### config.mk
export PLATFORM = sky130hd
export DESIGN_NAME = cbd_stream
export DESIGN_NICKNAME = d
export VERILOG_FILES = /design/src/rtl/cbd_stream.sv
export SDC_FILE = /design/constraint.sdc
export NUM_CORES = 1
export LEC_CHECK = 0
export ABC_CLOCK_PERIOD_IN_PS = 3100
export CAP_MARGIN = 20
export CORE_MARGIN = 1
export CORE_UTILIZATION = 35
export DETAILED_ROUTE_END_ITERATION = 10
export MAX_ROUTING_LAYER = met4
export PLACE_DENSITY = 0.64
export SETUP_SLACK_MARGIN = 0.02
export SKIP_LAST_GASP = 1
export SLEW_MARGIN = 5
export SYNTH_ARGS = -nofsm -noshare
export SYNTH_HDL_FRONTEND = slang
export SYNTH_SLANG_ARGS = --single-unit
### constraint.sdc
create_clock -name i_clk -period 3.1 [get_ports i_clk]
set_clock_uncertainty 0.15 [all_clocks]
set_input_delay 0.62 -clock i_clk [delete_from_list [all_inputs] [get_ports i_clk]]
set_output_delay 0.62 -clock i_clk [all_outputs]
set_load 0.03 [all_outputs]
### src/rtl/cbd_stream.sv
// Streaming centered-binomial sampler: PRF bytes in, signed eta-CBD coeffs out.
// Ports: i_clk/i_rst, i_start+i_eta, i_data/i_valid/o_ready, o_coeffs/o_valid/i_ready/o_last, o_busy, o_err.
module cbd_stream #(
   parameter int IN_BYTES = 4,
   parameter int NCOEF    = 4
) (
   input  logic                    i_clk,
   input  logic                    i_rst,
   input  logic                    i_start,
   input  logic [1:0]              i_eta,
   input  logic [8*IN_BYTES-1:0]   i_data,
   input  logic                    i_valid,
   output logic                    o_ready,
   output logic [3*NCOEF-1:0]      o_coeffs,
   output logic                    o_valid,
   input  logic                    i_ready,
   output logic                    o_last,
   output logic                    o_busy,
   output logic                    o_err
);

   localparam int IN_W   = 8*IN_BYTES;
   localparam int BUF_W  = IN_W + 6*NCOEF;
   localparam int CW     = $clog2(BUF_W+1);
   localparam int NBEATS = 256/NCOEF;

   typedef enum logic {IDLE, RUN} state_e;

   state_e             state_q, state_d;
   logic               eta3_q, eta3_d;
   logic [BUF_W-1:0]   buf_q, buf_d;
   logic [CW-1:0]      bitcnt_q, bitcnt_d;
   logic [8:0]         words_q, words_d;
   logic [8:0]         beat_q, beat_d;
   logic               err_q, err_d;

   logic               start_ok, push, pop, run;
   logic [CW-1:0]      pop_bits, base;
   logic [BUF_W-1:0]   shifted;
   logic [3*NCOEF-1:0] dec;

   assign start_ok = i_start && (i_eta == 2'd2 || i_eta == 2'd3);
   assign pop_bits = eta3_q ? CW'(6*NCOEF) : CW'(4*NCOEF);
   assign push     = i_valid && o_ready;
   assign pop      = o_valid && i_ready;

   always_ff @(posedge i_clk) begin
      if (i_rst) begin
         state_q  <= IDLE;
         eta3_q   <= 1'b0;
         buf_q    <= '0;
         bitcnt_q <= '0;
         words_q  <= '0;
         beat_q   <= '0;
         err_q    <= 1'b0;
      end else begin
         state_q  <= state_d;
         eta3_q   <= eta3_d;
         buf_q    <= buf_d;
         bitcnt_q <= bitcnt_d;
         words_q  <= words_d;
         beat_q   <= beat_d;
         err_q    <= err_d;
      end
   end

   always_comb begin
      state_d = state_q;
      unique case (state_q)
         IDLE: if (start_ok) state_d = RUN;
         RUN:  if (pop && o_last) state_d = IDLE;
         default: state_d = IDLE;
      endcase
   end

   // Each coefficient is popcount(low eta bits) - popcount(high eta bits).
   always_comb begin
      logic [5:0] s;
      logic [2:0] a, b;
      dec = '0;
      for (int k = 0; k < NCOEF; k++) begin
         if (eta3_q) begin
            s = buf_q[6*k +: 6];
            a = {2'b0, s[0]} + {2'b0, s[1]} + {2'b0, s[2]};
            b = {2'b0, s[3]} + {2'b0, s[4]} + {2'b0, s[5]};
         end else begin
            s = {2'b00, buf_q[4*k +: 4]};
            a = {2'b0, s[0]} + {2'b0, s[1]};
            b = {2'b0, s[2]} + {2'b0, s[3]};
         end
         dec[3*k +: 3] = a - b;
      end
   end

   always_comb begin
      run      = (state_q == RUN);
      o_busy   = run;
      o_ready  = run && (words_q != '0) && (bitcnt_q <= CW'(BUF_W-IN_W));
      o_valid  = run && (bitcnt_q >= pop_bits);
      o_last   = o_valid && (beat_q == 9'(NBEATS-1));
      o_coeffs = o_valid ? dec : '0;
      o_err    = err_q;
   end

   // A pop shifts the consumed bits out first; the new word lands above what remains.
   always_comb begin
      eta3_d   = eta3_q;
      buf_d    = buf_q;
      bitcnt_d = bitcnt_q;
      words_d  = words_q;
      beat_d   = beat_q;
      err_d    = (state_q == IDLE) && i_start && !start_ok;
      shifted  = pop ? (buf_q >> pop_bits) : buf_q;
      base     = pop ? (bitcnt_q - pop_bits) : bitcnt_q;
      if (state_q == IDLE) begin
         if (start_ok) begin
            eta3_d   = i_eta[0];
            buf_d    = '0;
            bitcnt_d = '0;
            beat_d   = '0;
            words_d  = (i_eta == 2'd3) ? 9'(192/IN_BYTES) : 9'(128/IN_BYTES);
         end
      end else begin
         if (push) begin
            buf_d    = shifted | (BUF_W'(i_data) << base);
            bitcnt_d = base + CW'(IN_W);
            words_d  = words_q - 9'd1;
         end else begin
            buf_d    = shifted;
            bitcnt_d = base;
         end
         if (pop) beat_d = beat_q + 9'd1;
      end
   end

endmodule

* Yosys cells after proc, flatten, opt, wreduce, memory -nomap -nowiden
Index checks and enable logic that the tools add are counted.
** Word-level totals
- Register bits :: 83
- Input port bits :: 39
- Logic and storage cells :: 92
** Cells by class
- $add $sub $neg :: 29
- Order comparisons :: 2
- Equal/unequal tests :: 5
- Shifts and indexed selects :: 2
- Muxes and demuxes :: 28
- Bitwise gates (word level) :: 2
- Reductions and logical operators :: 17
** Operators by type and width (number)
- 56-bit two-way mux :: 4
- 56-bit OR :: 1
- 32-bit by 6-bit left shift with 56-bit output :: 1
- 56-bit by 5-bit >> shifter with 56-bit output :: 1
- 9-bit two-way mux :: 6
- 1-bit by 1-bit adder with 2-bit output :: 13
- 3-bit two-way mux :: 8
- 6-bit two-way mux :: 4
- 2-bit by 1-bit adder with 3-bit output :: 5
- 12-bit two-way mux :: 1
- 3-bit subtractor :: 4
- 1-bit logical AND :: 10
- 3-bit by 1-bit adder with 3-bit output :: 3
- 9-bit by 1-bit adder with 9-bit output, second input constant :: 1
- 9-bit by 6-bit equality test with 1-bit output, second input constant :: 1
- 9-bit nonzero test :: 1
- 9-bit by 1-bit subtractor with 9-bit output, second input constant :: 1
- 6-bit adder, second input constant :: 1
- 6-bit by 5-bit greater-or-equal comparator with 1-bit output :: 1
- 6-bit by 5-bit less-or-equal comparator with 1-bit output, second input constant :: 1
- 2-bit AND reduction :: 3
- 6-bit by 5-bit subtractor with 6-bit output :: 1
- 5-bit two-way mux :: 1
- 2-bit equality test, second input constant :: 2
- other kinds (8) :: 10

* Logic depth before layout (Yosys ltp)
- Depth in word-level cells :: 9
- Depth in mapped cells :: 11

* Worst setup path after synthesis
Ideal clock, no wire load.
- Path type :: reg2out
- Start point :: register eta3_q
- End point :: output o_coeffs[2]
- Arrival :: 2.645 ns
- Data required time :: 2.330 ns
- Slack :: -0.315 ns
- Stages on the path, launching flop included :: 10
- Buffers on the path :: 3
- Cells stage by stage :: dfxtp_1 buf_2 buf_2 buf_1 mux2i_1 ha_1 inv_1 fa_1 xnor2_1 nor2_1
** Between the ends
- Word-level cells in the longest chain between the ends :: 4
** RTL lines
- from (decl) :: RTL line 30 : logic eta3_q, eta3_d;
- from (signal assigned) :: RTL line 58 : eta3_q <= eta3_d;
- 4-bit two-way mux :: RTL line 43 : assign pop_bits = eta3_q ? CW'(6*NCOEF) : CW'(4*NCOEF);
- 6-bit by 5-bit greater-or-equal comparator with 1-bit output :: RTL line 99 : o_valid = run && (bitcnt_q >= pop_bits);
- 1-bit logical AND :: RTL line 99
- 12-bit two-way mux * :: RTL line 101 : o_coeffs = o_valid ? dec : '0;
- to (decl) :: RTL line 14 : output logic [3*NCOEF-1:0] o_coeffs,
Mark *: on every way between the ends. The rest lies on a longest branch, timed or not.

* Final worst setup path
- Start point :: register buf_q[18]
- End point :: output o_coeffs[10]
** Between the ends
- Word-level cells in the longest chain between the ends :: 5
** RTL lines
- from (decl) :: RTL line 31 : logic [BUF_W-1:0] buf_q, buf_d;
- from (signal assigned) :: RTL line 59 : buf_q <= buf_d;
- 1-bit by 1-bit adder with 2-bit output :: RTL line 84 : a = {2'b0, s[0]} + {2'b0, s[1]} + {2'b0, s[2]};
- 2-bit by 1-bit adder with 3-bit output :: RTL line 84
- 3-bit two-way mux :: RTL line 82 : if (eta3_q) begin
- 3-bit subtractor :: RTL line 91 : dec[3*k +: 3] = a - b;
- 12-bit two-way mux :: RTL line 101
No other way between the ends.

==> run metrics <==
status finished, violations left; failing checks negative setup slack; critical path, cell by cell inv_2, fa_1, inv_1, mux2i_1, ha_2, inv_2, fa_1, and3_4, buf_6; cts bufs inserted 9; Critical Path Start Type flop; Slowest-stage cell, CP fa_1; WL final 17.7 mm; Tmin final 3.25 ns; first-pass GRT wire length 28.0 mm; Layout Nets 758; Synth-to-Final Area Change 29.4%; hold crit path type reg2reg; Levels on crit path 9; max-cap viol count 0; Routed Antenna Nets 0; CP arrival 2.48 ns; EDFF count, synth 0; via/cell ratio 5.88; Clock H-tree levels 3; Die Y-Extent 127 um; largest net degree at the start of global routing 35; Mapped Area 5440 um2; RePlAce Congestion 0.955; FF-to-FF setup slack 0.24 ns; RSZ-0062 raised after global routing true; # hold bufs at CTS 0; vias in the first global route 5078; CP endpoint kind output port; leak pwr 2.59 nW; Worst-path clk slew 0.06 ns; Initial Util 0.358; Yosys cell types 68; Worst IR Drop VDD 0.296 mV; Finish-stage setup viols 6; Yosys reg bits 80; Async S/R FF share, synth 0; crit-path max cell delay 0.53 ns; clock buffer depth 2; Max-slew headroom 0.477; Final period util 1.05; Setup CP Type reg2out; GRT Overall Usage 0.234; proportion of layout cells with a drive suffix above 1 0.254; Yosys Warn Count 0; Die ar. 16000 um2; Req. time, crit path 2.33 ns; sequential share of the synthesized area 0.295; placed cell count 856; Rows 45; Worst R2R Path Depth 9; final hold violations 0; clk_lat worst skew 0.34 ns; Post-Syn Nets 656; power per cell area 363 nW/um2; Die Wd 127 um; DRT iter0 DRCs 407; DR DRC count 0; initial antenna violation count 0; clk root buf clkbuf_16; Pwr Total 2.55 mW; via count 5163; worst reg2reg endpoint buf_q[16]; Highest Clock Rate 308 MHz; worst setup margin -0.150 ns; most common cell after layout, fill and taps aside mux2i_1; Slew Viols, Final 0; capture point of the worst path o_coeffs[10]; CP top delay family adder cells; # diodes 0; CTS tree yes; GRT Residual Overflow 0; Buf/Inv on CP 4; crit path launch buf_q[18]; commonest cells after routing, fill and taps aside mux2i_1, buf_4, dfxtp_1; CTS sink cnt 80; peak fanout along the critical path 2; core area 15200 um2; Synth Flop Type dfxtp_1; dpl hpwl 13.4 mm; num ports 56; DR pass1 iterations 6; worst r2r src eta3_q; Util after Layout 0.462; worst-margin pin slew 0.782 ns; Synth Area per Inst 9.32 um2; # port buffers 55; Mapped Cells 583; post-DR wirelength/cell 20.1 um; Layout Cells excl Fill 878
final cells by class:
type                    instances  area [um2]
fillers                      1417        8170
multi-input cells             454        3650
flip-flops and latches         80        1630
repair buffers                124        1140
well taps                     188         235
clock buffers                  10         229
clock inverters                 6        92.6
inverters                      16        60.1
registers in the layout, indices dropped and copies added, names as in the netlist:
| signal | cells |
|---|---|
| beat_q | 9 |
| bitcnt_q | 3 |
| buf_q | 56 |
| eta3_q | 1 |
| o_busy | 1 |
| o_err | 1 |
| words_q | 9 |
metal layers:
layer	wire length [um]	GRT usage
met1	7570	0.299
met2	8130	0.371
met3	1360	0.0401
met4	594	0.0865
met5	0	-
repair_timing:
item	in CTS	in global routing
pin swaps	12	7
buffers inserted	7	1
endpoints found under the setup margin	21	9
gates resized for setup	53	11
stage by stage:
| step | area (um2) | hold slack [ns] | TNS (ns) | worst slack [ns] |
|---|---|---|---|---|
| finish | 7030 | 0.331 | -0.374 | -0.150 |
| global route | 7030 | 0.347 | -0.879 | -0.225 |
| CTS | 6990 | 0.333 | -0.516 | -0.155 |
| detailed placement | 6530 | 0.322 | -0.326 | -0.138 |
| global placement | 6530 | 0.313 | -0.225 | -0.118 |
| floorplan | 5450 | 0.298 | 0 | 0.0432 |
cell usage after synthesis (all sizes together), types with 6 or more instances:
cell type	count	area, um2
ha	22	275
mux2	7	78.8
dfxtp	80	1600
clkbuf	7	26.3
mux2i	75	754
a22oi	9	67.6
xnor2	10	87.6
nand2	66	265
o21ai	23	130
a221oi	9	78.8
nor2	55	219
and3	7	45.1
o221ai	24	210
buf	26	183
o2bb2ai	11	96.3
nand3	13	65.1
fa	12	240
inv	15	56.3
nor3	10	88.8
o22ai	6	43.8
a22o	11	96.3
a221o	8	80.1
a21oi	29	156
logic make-up (layout without fill, tap and decap cells):
kind of cell | Yosys count | after routing | synth area share
buf+inv | 49 | 156 | 0.0495
xor+xnor | 15 | 15 | 0.0242
fa+ha+maj | 34 | 34 | 0.0948
simple gates | 175 | 175 | 0.169
mux | 82 | 82 | 0.153
compound gates | 148 | 148 | 0.214
flops | 80 | 80 | 0.295
where the power goes:
group / switching [mW] / total (mW) / internal [mW]
clock: 0.452 / 1.16 / 0.711
combinational: 0.191 / 0.338 / 0.147
sequential: 0.0137 / 1.05 / 1.04
total: 0.657 / 2.55 / 1.89
worst min-delay path by stage:
stage,startpoint,endpoint,cells after the start
final,words_q[8],words_q[8],1
after global routing,words_q[8],words_q[8],1
after CTS,words_q[8],words_q[8],1
after detailed placement,words_q[8],words_q[8],1
after global placement,words_q[8],words_q[8],1
after floorplan,words_q[8],words_q[8],1
worst register-to-register path: cells and delay by family, from the launching register on:
| kind | cells | cell delay [ns] |
|---|---|---|
| AND/OR/NAND/NOR | 2 | 0.51 |
| buffers and inverters | 2 | 0.23 |
| flip-flops | 1 | 0.36 |
| adder cells (fa/ha/maj) | 2 | 0.61 |
| AO/OA/AOI/OAI | 3 | 0.89 |
(Power assumes the default switching activity.)
